File: src/rtl/dmem_arbiter_if.sv
// Request/response and byte-memory bus shared by the two data-memory
// requesters, the arbiter and the byte-wide memory.
interface dmem_arbiter_if #(
    parameter int ADDR_W = 5
);
    logic              req0;
    logic              req1;
    logic              we0;
    logic              we1;
    logic [31:0]       addr0;
    logic [31:0]       addr1;
    logic [31:0]       wdata0;
    logic [31:0]       wdata1;
    logic              gnt0;
    logic              gnt1;
    logic              done0;
    logic              done1;
    logic [31:0]       rdata;
    logic              busy;
    logic [ADDR_W-1:0] mem_addr;
    logic [7:0]        mem_wdata;
    logic              mem_we;
    logic [7:0]        mem_rdata;

    modport slave (
        input  req0, req1, we0, we1,
        input  addr0, addr1, wdata0, wdata1,
        input  mem_rdata,
        output gnt0, gnt1, done0, done1,
        output rdata, busy,
        output mem_addr, mem_wdata, mem_we
    );

    modport master (
        output req0, req1, we0, we1,
        output addr0, addr1, wdata0, wdata1,
        output mem_rdata,
        input  gnt0, gnt1, done0, done1,
        input  rdata, busy,
        input  mem_addr, mem_wdata, mem_we
    );
endinterface

File: src/rtl/dmem_arbiter.sv
// Round-robin arbiter for the byte-wide data memory; splits each word
// access into four big-endian byte beats and reassembles read words.
module dmem_arbiter #(
    parameter int ADDR_W = 5
) (
    input  logic            clk,
    input  logic            rst_n,
    dmem_arbiter_if.slave   bus
);
    localparam int WW = ADDR_W - 2;

    typedef enum logic [1:0] {
        IDLE,
        XFER,
        WAIT,
        RESP
    } state_t;

    state_t            state_q, state_d;
    logic [1:0]        beat_q, beat_d;
    logic              last_q, last_d;
    logic              owner_q, owner_d;
    logic              we_q, we_d;
    logic [WW-1:0]     word_q, word_d;
    logic [23:0]       wdata_q, wdata_d;
    logic [23:0]       asm_q, asm_d;
    logic [31:0]       rdata_q, rdata_d;
    logic              gnt0_q, gnt0_d;
    logic              gnt1_q, gnt1_d;
    logic              done0_q, done0_d;
    logic              done1_q, done1_d;
    logic              busy_q, busy_d;
    logic [ADDR_W-1:0] mem_addr_q, mem_addr_d;
    logic [7:0]        mem_wdata_q, mem_wdata_d;
    logic              mem_we_q, mem_we_d;
    logic              sel0, sel1;
    logic [31:0]       wsel;

    always_comb begin
        state_d     = state_q;
        beat_d      = beat_q;
        last_d      = last_q;
        owner_d     = owner_q;
        we_d        = we_q;
        word_d      = word_q;
        wdata_d     = wdata_q;
        asm_d       = asm_q;
        rdata_d     = rdata_q;
        gnt0_d      = 1'b0;
        gnt1_d      = 1'b0;
        done0_d     = 1'b0;
        done1_d     = 1'b0;
        mem_addr_d  = mem_addr_q;
        mem_wdata_d = mem_wdata_q;
        mem_we_d    = mem_we_q;
        // On a tie, the port that did not win last time goes first
        sel1 = bus.req1 & (~bus.req0 | ~last_q);
        sel0 = bus.req0 & ~sel1;
        wsel = sel1 ? bus.wdata1 : bus.wdata0;

        unique case (state_q)
            IDLE: begin
                if (sel0 | sel1) begin
                    state_d     = XFER;
                    owner_d     = sel1;
                    last_d      = sel1;
                    we_d        = sel1 ? bus.we1 : bus.we0;
                    word_d      = sel1 ? bus.addr1[ADDR_W-1:2]
                                       : bus.addr0[ADDR_W-1:2];
                    wdata_d     = wsel[23:0];
                    beat_d      = 2'd0;
                    gnt0_d      = sel0;
                    gnt1_d      = sel1;
                    mem_addr_d  = {word_d, 2'd0};
                    mem_we_d    = we_d;
                    mem_wdata_d = we_d ? wsel[31:24] : 8'h00;
                end
            end
            XFER: begin
                // Registered memory: byte for beat b-1 arrives during beat b
                if (!we_q) begin
                    unique case (beat_q)
                        2'd1:    asm_d[23:16] = bus.mem_rdata;
                        2'd2:    asm_d[15:8]  = bus.mem_rdata;
                        2'd3:    asm_d[7:0]   = bus.mem_rdata;
                        default: asm_d        = asm_q;
                    endcase
                end
                if (beat_q == 2'd3) begin
                    state_d     = WAIT;
                    mem_we_d    = 1'b0;
                    mem_wdata_d = 8'h00;
                end else begin
                    beat_d     = beat_q + 2'd1;
                    mem_addr_d = {word_q, beat_d};
                    if (we_q) begin
                        unique case (beat_d)
                            2'd1:    mem_wdata_d = wdata_q[23:16];
                            2'd2:    mem_wdata_d = wdata_q[15:8];
                            default: mem_wdata_d = wdata_q[7:0];
                        endcase
                    end else begin
                        mem_wdata_d = 8'h00;
                    end
                end
            end
            WAIT: begin
                state_d = RESP;
                beat_d  = 2'd0;
                done0_d = ~owner_q;
                done1_d = owner_q;
                if (!we_q) begin
                    rdata_d = {asm_q, bus.mem_rdata};
                end
            end
            RESP: begin
                state_d = IDLE;
            end
            default: begin
                state_d = IDLE;
            end
        endcase

        busy_d = (state_d != IDLE);
    end

    always_ff @(posedge clk or negedge rst_n) begin
        if (!rst_n) begin
            state_q     <= IDLE;
            beat_q      <= 2'd0;
            last_q      <= 1'b1;
            owner_q     <= 1'b0;
            we_q        <= 1'b0;
            word_q      <= '0;
            wdata_q     <= '0;
            asm_q       <= '0;
            rdata_q     <= '0;
            gnt0_q      <= 1'b0;
            gnt1_q      <= 1'b0;
            done0_q     <= 1'b0;
            done1_q     <= 1'b0;
            busy_q      <= 1'b0;
            mem_addr_q  <= '0;
            mem_wdata_q <= '0;
            mem_we_q    <= 1'b0;
        end else begin
            state_q     <= state_d;
            beat_q      <= beat_d;
            last_q      <= last_d;
            owner_q     <= owner_d;
            we_q        <= we_d;
            word_q      <= word_d;
            wdata_q     <= wdata_d;
            asm_q       <= asm_d;
            rdata_q     <= rdata_d;
            gnt0_q      <= gnt0_d;
            gnt1_q      <= gnt1_d;
            done0_q     <= done0_d;
            done1_q     <= done1_d;
            busy_q      <= busy_d;
            mem_addr_q  <= mem_addr_d;
            mem_wdata_q <= mem_wdata_d;
            mem_we_q    <= mem_we_d;
        end
    end

    assign bus.gnt0      = gnt0_q;
    assign bus.gnt1      = gnt1_q;
    assign bus.done0     = done0_q;
    assign bus.done1     = done1_q;
    assign bus.rdata     = rdata_q;
    assign bus.busy      = busy_q;
    assign bus.mem_addr  = mem_addr_q;
    assign bus.mem_wdata = mem_wdata_q;
    assign bus.mem_we    = mem_we_q;
endmodule

File: src/flat_wrapper.sv
// flat-port wrapper written by rule: the top's interface ports become plain ports
module dmem_arbiter_flat 
#(
    parameter int ADDR_W = 5
)
  (clk, rst_n, bus_req0, bus_req1, bus_we0, bus_we1, bus_addr0, bus_addr1, bus_wdata0, bus_wdata1, bus_mem_rdata, bus_gnt0, bus_gnt1, bus_done0, bus_done1, bus_rdata, bus_busy, bus_mem_addr, bus_mem_wdata, bus_mem_we);
  dmem_arbiter_if #(.ADDR_W(ADDR_W)) bus_i ();
  input  logic clk;
  input  logic rst_n;
  input wire logic [$bits(bus_i.req0)-1:0] bus_req0;
  input wire logic [$bits(bus_i.req1)-1:0] bus_req1;
  input wire logic [$bits(bus_i.we0)-1:0] bus_we0;
  input wire logic [$bits(bus_i.we1)-1:0] bus_we1;
  input wire logic [$bits(bus_i.addr0)-1:0] bus_addr0;
  input wire logic [$bits(bus_i.addr1)-1:0] bus_addr1;
  input wire logic [$bits(bus_i.wdata0)-1:0] bus_wdata0;
  input wire logic [$bits(bus_i.wdata1)-1:0] bus_wdata1;
  input wire logic [$bits(bus_i.mem_rdata)-1:0] bus_mem_rdata;
  output wire logic [$bits(bus_i.gnt0)-1:0] bus_gnt0;
  output wire logic [$bits(bus_i.gnt1)-1:0] bus_gnt1;
  output wire logic [$bits(bus_i.done0)-1:0] bus_done0;
  output wire logic [$bits(bus_i.done1)-1:0] bus_done1;
  output wire logic [$bits(bus_i.rdata)-1:0] bus_rdata;
  output wire logic [$bits(bus_i.busy)-1:0] bus_busy;
  output wire logic [$bits(bus_i.mem_addr)-1:0] bus_mem_addr;
  output wire logic [$bits(bus_i.mem_wdata)-1:0] bus_mem_wdata;
  output wire logic [$bits(bus_i.mem_we)-1:0] bus_mem_we;
  assign bus_i.req0 = bus_req0;
  assign bus_i.req1 = bus_req1;
  assign bus_i.we0 = bus_we0;
  assign bus_i.we1 = bus_we1;
  assign bus_i.addr0 = bus_addr0;
  assign bus_i.addr1 = bus_addr1;
  assign bus_i.wdata0 = bus_wdata0;
  assign bus_i.wdata1 = bus_wdata1;
  assign bus_i.mem_rdata = bus_mem_rdata;
  assign bus_gnt0 = bus_i.gnt0;
  assign bus_gnt1 = bus_i.gnt1;
  assign bus_done0 = bus_i.done0;
  assign bus_done1 = bus_i.done1;
  assign bus_rdata = bus_i.rdata;
  assign bus_busy = bus_i.busy;
  assign bus_mem_addr = bus_i.mem_addr;
  assign bus_mem_wdata = bus_i.mem_wdata;
  assign bus_mem_we = bus_i.mem_we;
  dmem_arbiter #(.ADDR_W(ADDR_W)) u_core (.clk(clk), .rst_n(rst_n), .bus(bus_i));
endmodule
File: config.mk
export PLATFORM = sky130hd
export DESIGN_NAME = dmem_arbiter_flat
export DESIGN_NICKNAME = d
export VERILOG_FILES = /design/src/rtl/dmem_arbiter_if.sv /design/src/rtl/dmem_arbiter.sv /design/src/flat_wrapper.sv
export SDC_FILE = /design/constraint.sdc
export NUM_CORES = 1
export LEC_CHECK = 0
export CAP_MARGIN = 25
export CELL_PAD_IN_SITES_DETAIL_PLACEMENT = 1
export CELL_PAD_IN_SITES_GLOBAL_PLACEMENT = 1
export CORE_MARGIN = 5
export CORE_UTILIZATION = 25
export DETAILED_ROUTE_END_ITERATION = 16
export GPL_ROUTABILITY_DRIVEN = 0
export HOLD_SLACK_MARGIN = 0.06
export PLACE_DENSITY_LB_ADDON = 0.1
export SLEW_MARGIN = 20
export SYNTH_ARGS = -nofsm -noshare
export SYNTH_HDL_FRONTEND = slang
export SYNTH_SLANG_ARGS = --single-unit
export TNS_END_PERCENT = 50
File: constraint.sdc
create_clock -name clk -period 1.9 [get_ports clk]
set_input_delay 0.19 -clock clk [delete_from_list [all_inputs] [get_ports clk]]
set_output_delay 0.19 -clock clk [all_outputs]
set_load 0.005 [all_outputs]
Word-level counts from Yosys, hierarchy flattened
Cells that the tools add are included.

$add $sub $neg: 1. Multipliers: 0. Divide/modulo/power cells: 0. $lt $le $gt $ge: 0. Equality and inequality tests: 11. Shifts and indexed selects: 0. Muxes and demuxes: 27. Bitwise logic cells: 9. Reductions and logical operators: 13.

Operator list (number): two-way mux 32 bit (1); two-way mux 8 bit (4); case mux 8 bit (2 select lines) (2); AND reduction 3 bit (6); == test 2 bit (second input constant) (5); two-way mux 5 bit (2); case mux 5 bit (2 select lines) (1); two-way mux 1 bit (9); two-way mux 2 bit (4); case mux 2 bit (4 select lines) (1); == test 2 x 1 -> 1 bit (second input constant) (3); case mux 2 bit (3 select lines) (1); AND reduction 2 bit (3); inverter 1 bit (5); inequality test 2 x 1 -> 1 bit (second input constant) (2); nonzero test 2 bit (2); two-way mux 3 bit (1); nonzero test 3 bit (1); adder 2 x 1 -> 2 bit (second input constant) (1); bitwise AND 1 bit (2); logical NOT 2 bit (1); inequality test 2 bit (second input constant) (1); OR 1 bit (2); case mux 1 bit (2 select lines) (1).

Bits in registers: 109. Bits in latches: 0. Bits in writable memories: 0. Bits in read-only memories: 0. Input bits: 142. Output and inout port bits: 51. Word-level logic and storage cells: 80. Memories: 0.

Longest topological paths before layout
Word-level depth: 9. Mapped depth: 8. Gate-level depth less buffers: 6.

Worst setup path after synthesis
Ideal clock, no wire load.

Kind: register to register. Start point: reg u_core.beat_q[0]. End point: reg u_core.mem_wdata_q[6], in the netlist u_core.bus.mem_wdata[6]. Setup time: 0.141 ns. Arrival: 1.608 ns. Slack: 0.151 ns. Stages on the path, launching flop included: 9. Path buffers: 2. Cells stage by stage: dfrtp_1 > inv_1 > ha_1 > clkbuf_1 > clkbuf_1 > nor3b_1 > a221o_1 > nand2_1 > a31oi_1.

Cells in the longest elaborated chain, start to end: 6. Elaborated cells between the ends (all ways): 8. Classes of those cells: 1 x add/sub; 3 x eq/ne; 4 x mux.

Ends and longest elaborated chain: start, declared (line dmem_arbiter.sv:20) `logic [1:0] beat_q, beat_d;`; start signal, assigned (line dmem_arbiter.sv:148) `beat_q <= beat_d;`; adder 2 x 1 -> 2 bit (line dmem_arbiter.sv:94) `beat_d = beat_q + 2'd1;`; == test 2 bit or == test 2 x 1 -> 1 bit (tied branches) (line dmem_arbiter.sv:97) `unique case (beat_d)`; case mux 8 bit (2 select lines) (line dmem_arbiter.sv:97); two-way mux 8 bit (line dmem_arbiter.sv:96) `if (we_q) begin`; two-way mux 8 bit (*) (line dmem_arbiter.sv:89) `if (beat_q == 2'd3) begin`; case mux 8 bit (2 select lines) (*) (line dmem_arbiter.sv:61) `unique case (state_q)`; end signal, assigned (line dmem_arbiter.sv:162) `mem_wdata_q <= mem_wdata_d;`; end, declared (line dmem_arbiter.sv:34) `logic [7:0] mem_wdata_q, mem_wdata_d;`.

Every way passes the cells marked *; elsewhere a longest branch is shown, timed or not. A chain may end at the register's enable or synchronous reset.

Worst setup path in the final report
Start point: reg u_core.beat_q[1]. End point: reg u_core.asm_q[21].

Cells in the longest elaborated chain, start to end: 2.

Ends and longest elaborated chain: == test 2 x 1 -> 1 bit (line dmem_arbiter.sv:82) `unique case (beat_q)`; AND reduction 3 bit (no source line); end signal, assigned (line dmem_arbiter.sv:154) `asm_q <= asm_d;`; end, declared (line dmem_arbiter.sv:26) `logic [23:0] asm_q, asm_d;`.

Every way passes these cells.

==> results by group <==
Run status
  – Status: complete, no violations

CTS
  – Inserted Clock Buffers: 9
  – CTS tree: yes
  – Worst-Skew Late Latency: about 0.35 ns
  – CTS max path bufs: 2
  – Post-CTS Setup Bufs: 0
  – Clock Sinks: between 100 and 150
  – Reg clk slew, reported paths: around 0.070 ns
  – H-tree depth: 3
  – Root Driver: clkbuf_16

Place
  – Placed Cells incl. Taps: between 700 and 800
  – Post-DP HPWL: between 9 and 10 mm
  – # port buffers: about 130
  – Area after DPL: 6460 sq um

Critical path
  – R2R Setup Slk: between 0.2 and 0.25 ns
  – CP Cell Sequence: inv_1 -> ha_2 -> nor3b_4 -> buf_4 -> mux2_2
  – Slowest CP cell: dfrtp_1
  – CP Data Arrival Time: roughly 1.9 ns
  – WP data required: about 2.1 ns
  – Crit end category: flip-flop
  – CP startpoint kind: flip-flop
  – Sum of buffers and inverters on the critical path: 2
  – Slowest stage delay, CP: around 0.42 ns
  – Crit path kind: flip-flop to flip-flop
  – Largest delay share family, worst path: flip-flops
  – Max Fanout on Critical Path: 10

Logic synthesis
  – Yosys top cell by area: dfrtp_1
  – Post-Synthesis Cells: 420
  – Mapped Nets: 566
  – Count leader, synth: dfrtp_1
  – #FFs+latches synth: 109
  – Yosys top cell area share: a little under three fifths
  – Post-Syn Area: 4760 sq um
  – Post-Syn Area per Cell: 11.3 sq um
  – Main synth FF type: dfrtp_1
  – Synth Warn #: 0
  – Synth cell types: 37
  – Top area cells in the synthesized netlist: dfrtp_1 57%, mux2_2 13%, nand2_1 5.6%
  – EDFF count, synth: 0
  – Seq/Total Area, Yosys: between 50% and 60%
  – List of most frequent post-synthesis cells: 108 x dfrtp_1, 71 x nand2_1, 54 x mux2_2
  – FFs w/ async S/R, synth: 100%

Die
  – I/O pins: roughly 190
  – Die Wd: 148 microns
  – Num rows: 50
  – Chip height: 148 microns
  – Initial Utilization: about 25%
  – Core box area: 18,700 sq um
  – DIE AREA: between 20,000 and 25,000 sq um

Routing
  – DR pass1 iterations: 4
  – Iter 0 DRT Violations: between 100 and 150
  – WL/cell: between 15 and 20 microns
  – Antenna Nets Post-Route: 0
  – Via density: around 4.6
  – Total routed wirelength: ~14 mm
  – Vias: ~3,700
  – # DRC: 0

Final layout
  – Finished Cell Area: between 6000 and 7000 sq um
  – Layout cell share with drive strength beyond 1: 18.1%
  – Diodes inserted: 0
  – Layout Cells excl Fill: between 700 and 800
  – Layout fillers: 2,047
  – Area growth from synthesis to layout: 42.1%
  – Nets: just over 700

STA
  – Final hold viol count: 0
  – Min Hold Slack: roughly 0.40 ns
  – Worst-Margin Slew: 0.612 ns
  – Slew Limit Headroom: 59.2%
  – Final worst path period need: about 1.7 ns
  – Final setup vio count: 0
  – Unrepaired setup endpoints after global routing: no
  – Tcrit/Tclk final: 89.4%
  – Fin. max-slew vios: 0
  – Fmax: ~600 MHz
  – Clock skew: 0.00686 ns

Global route
  – Antenna violations before repair: 0
  – Vias in the first global route: about 4,100
  – Grt ovf: 0
  – Overall routing resource usage: between 10% and 20%
  – First-pass GRT wire length: between 20 and 25 mm
  – Pin count of the biggest net entering global routing: 110

Power
  – Overall power: roughly 0.010 W
  – P per Cell Area: 1540 nW/um^2
  – Worst-case vdd ir drop: 448 uV
  – Leak pwr: between 2 and 3 nW

Flow run
  – Max_cap viols: 0

Min path
  – Worst Hold Class: input pin to flip-flop
==> per-layer routing <==
metal / routed length (microns) / GRT usage [%]
met1: 6000 / 15.9
met2: 6420 / 20.5
met3: 875 / 4.45
met4: 222 / 3.97
met5: 0 / 0
==> area by class of cell <==
type,count,area [sq um],area share [%]
multi-input cells,281,1900,28.1
repair buffers,155,1540,22.7
clock inverters,5,60.1,0.888
flip-flops and latches,109,2730,40.3
inverters,4,15.0,0.222
clock buffers,10,229,3.38
well taps,234,293,4.33
==> registers in the layout, indices dropped and copies added, names as in the netlist, 2 cells and up <==
| name | count |
|---|---|
| u_core.bus.rdata | 32 |
| u_core.asm_q | 24 |
| u_core.wdata_q | 24 |
| u_core.bus.mem_wdata | 8 |
| u_core.bus.mem_addr | 5 |
| u_core.word_q | 3 |
| u_core.beat_q | 2 |
| u_core.state_q | 2 |
==> placed cells by master (no fill, tap or decap), drive strengths merged, types with 2 or more instances in the layout <==
| cell | count |
|---|---|
| o21ai | 11 |
| a211oi | 3 |
| nor2 | 39 |
| clkdlybuf4s50 | 133 |
| inv | 6 |
| dfrtp | 108 |
| a21o | 5 |
| clkbuf | 10 |
| a31oi | 33 |
| nand3 | 3 |
| a221o | 8 |
| mux2 | 56 |
| nor3b | 12 |
| buf | 21 |
| nand2 | 71 |
| a21oi | 3 |
| mux2i | 3 |
| and2 | 2 |
| and3 | 17 |
| ha | 4 |
==> worst register-to-register path, cell delays in order (launching register included) <==
cell and delay [ns]:
dfrtp_1 0.42, inv_1 0.09, ha_2 0.31, nor3b_4 0.21, buf_4 0.21, mux2_2 0.35
==> through the flow <==
| step | setup WS [ns] | TNS (ns) | util [%] |
|---|---|---|---|
| 3_5_place_dp | -0.0358 | -0.142 | 34.6 |
| 2_1_floorplan | 0.151 | 0 | - |
| 5_1_grt | 0.0761 | 0 | 36.2 |
| 3_3_place_gp | 0.00982 | 0 | 34.6 |
| 6_report | 0.201 | 0 | 36.2 |
| 4_1_cts | 0.0297 | 0 | 36.2 |
==> what timing repair did <==
action / 4_1_cts / 5_1_grt
setup endpoints to repair: 0 / 8
hold endpoints to repair: 108 / 0
resized for setup: 0 / 1
hold buffers: 1 / 0
==> path summary, 6_finish.rpt <==
check,start,endpoint,cells past startpoint
max,u_core.beat_q[1],u_core.asm_q[21],5
min,bus_wdata1[13],u_core.wdata_q[13],3
max reg2reg,u_core.beat_q[1],u_core.asm_q[21],5
min reg2reg,u_core.bus.mem_addr[1],u_core.bus.mem_addr[1],2
max in group asynchronous,rst_n,u_core.wdata_q[12],3
min in group asynchronous,rst_n,u_core.bus.rdata[2],3
==> where the power goes <==
| part | leakage [nW] | internal, W | switching, W |
|---|---|---|---|
| clock | 0.139 | 0.00102 | 0.000848 |
| sequential | 1.31 | 0.00345 | 0.000642 |
| combinational | 1.45 | 0.00253 | 0.00193 |
| total | 2.89 | 0.00700 | 0.00342 |
==> cell families after synthesis <==
logic type / Yosys count / share of synthesized area, %
and+or+nand+nor: 147 / 14.6
buffers and inverters: 30 / 3.00
adders and majority gates: 4 / 1.05
AOI/OAI and AO/OA: 70 / 9.98
xor gates and xnor gates: 1 / 0.184
muxes: 59 / 13.9
DFF: 109 / 57.3
No activity file was read; power rests on OpenSTA's default activity.
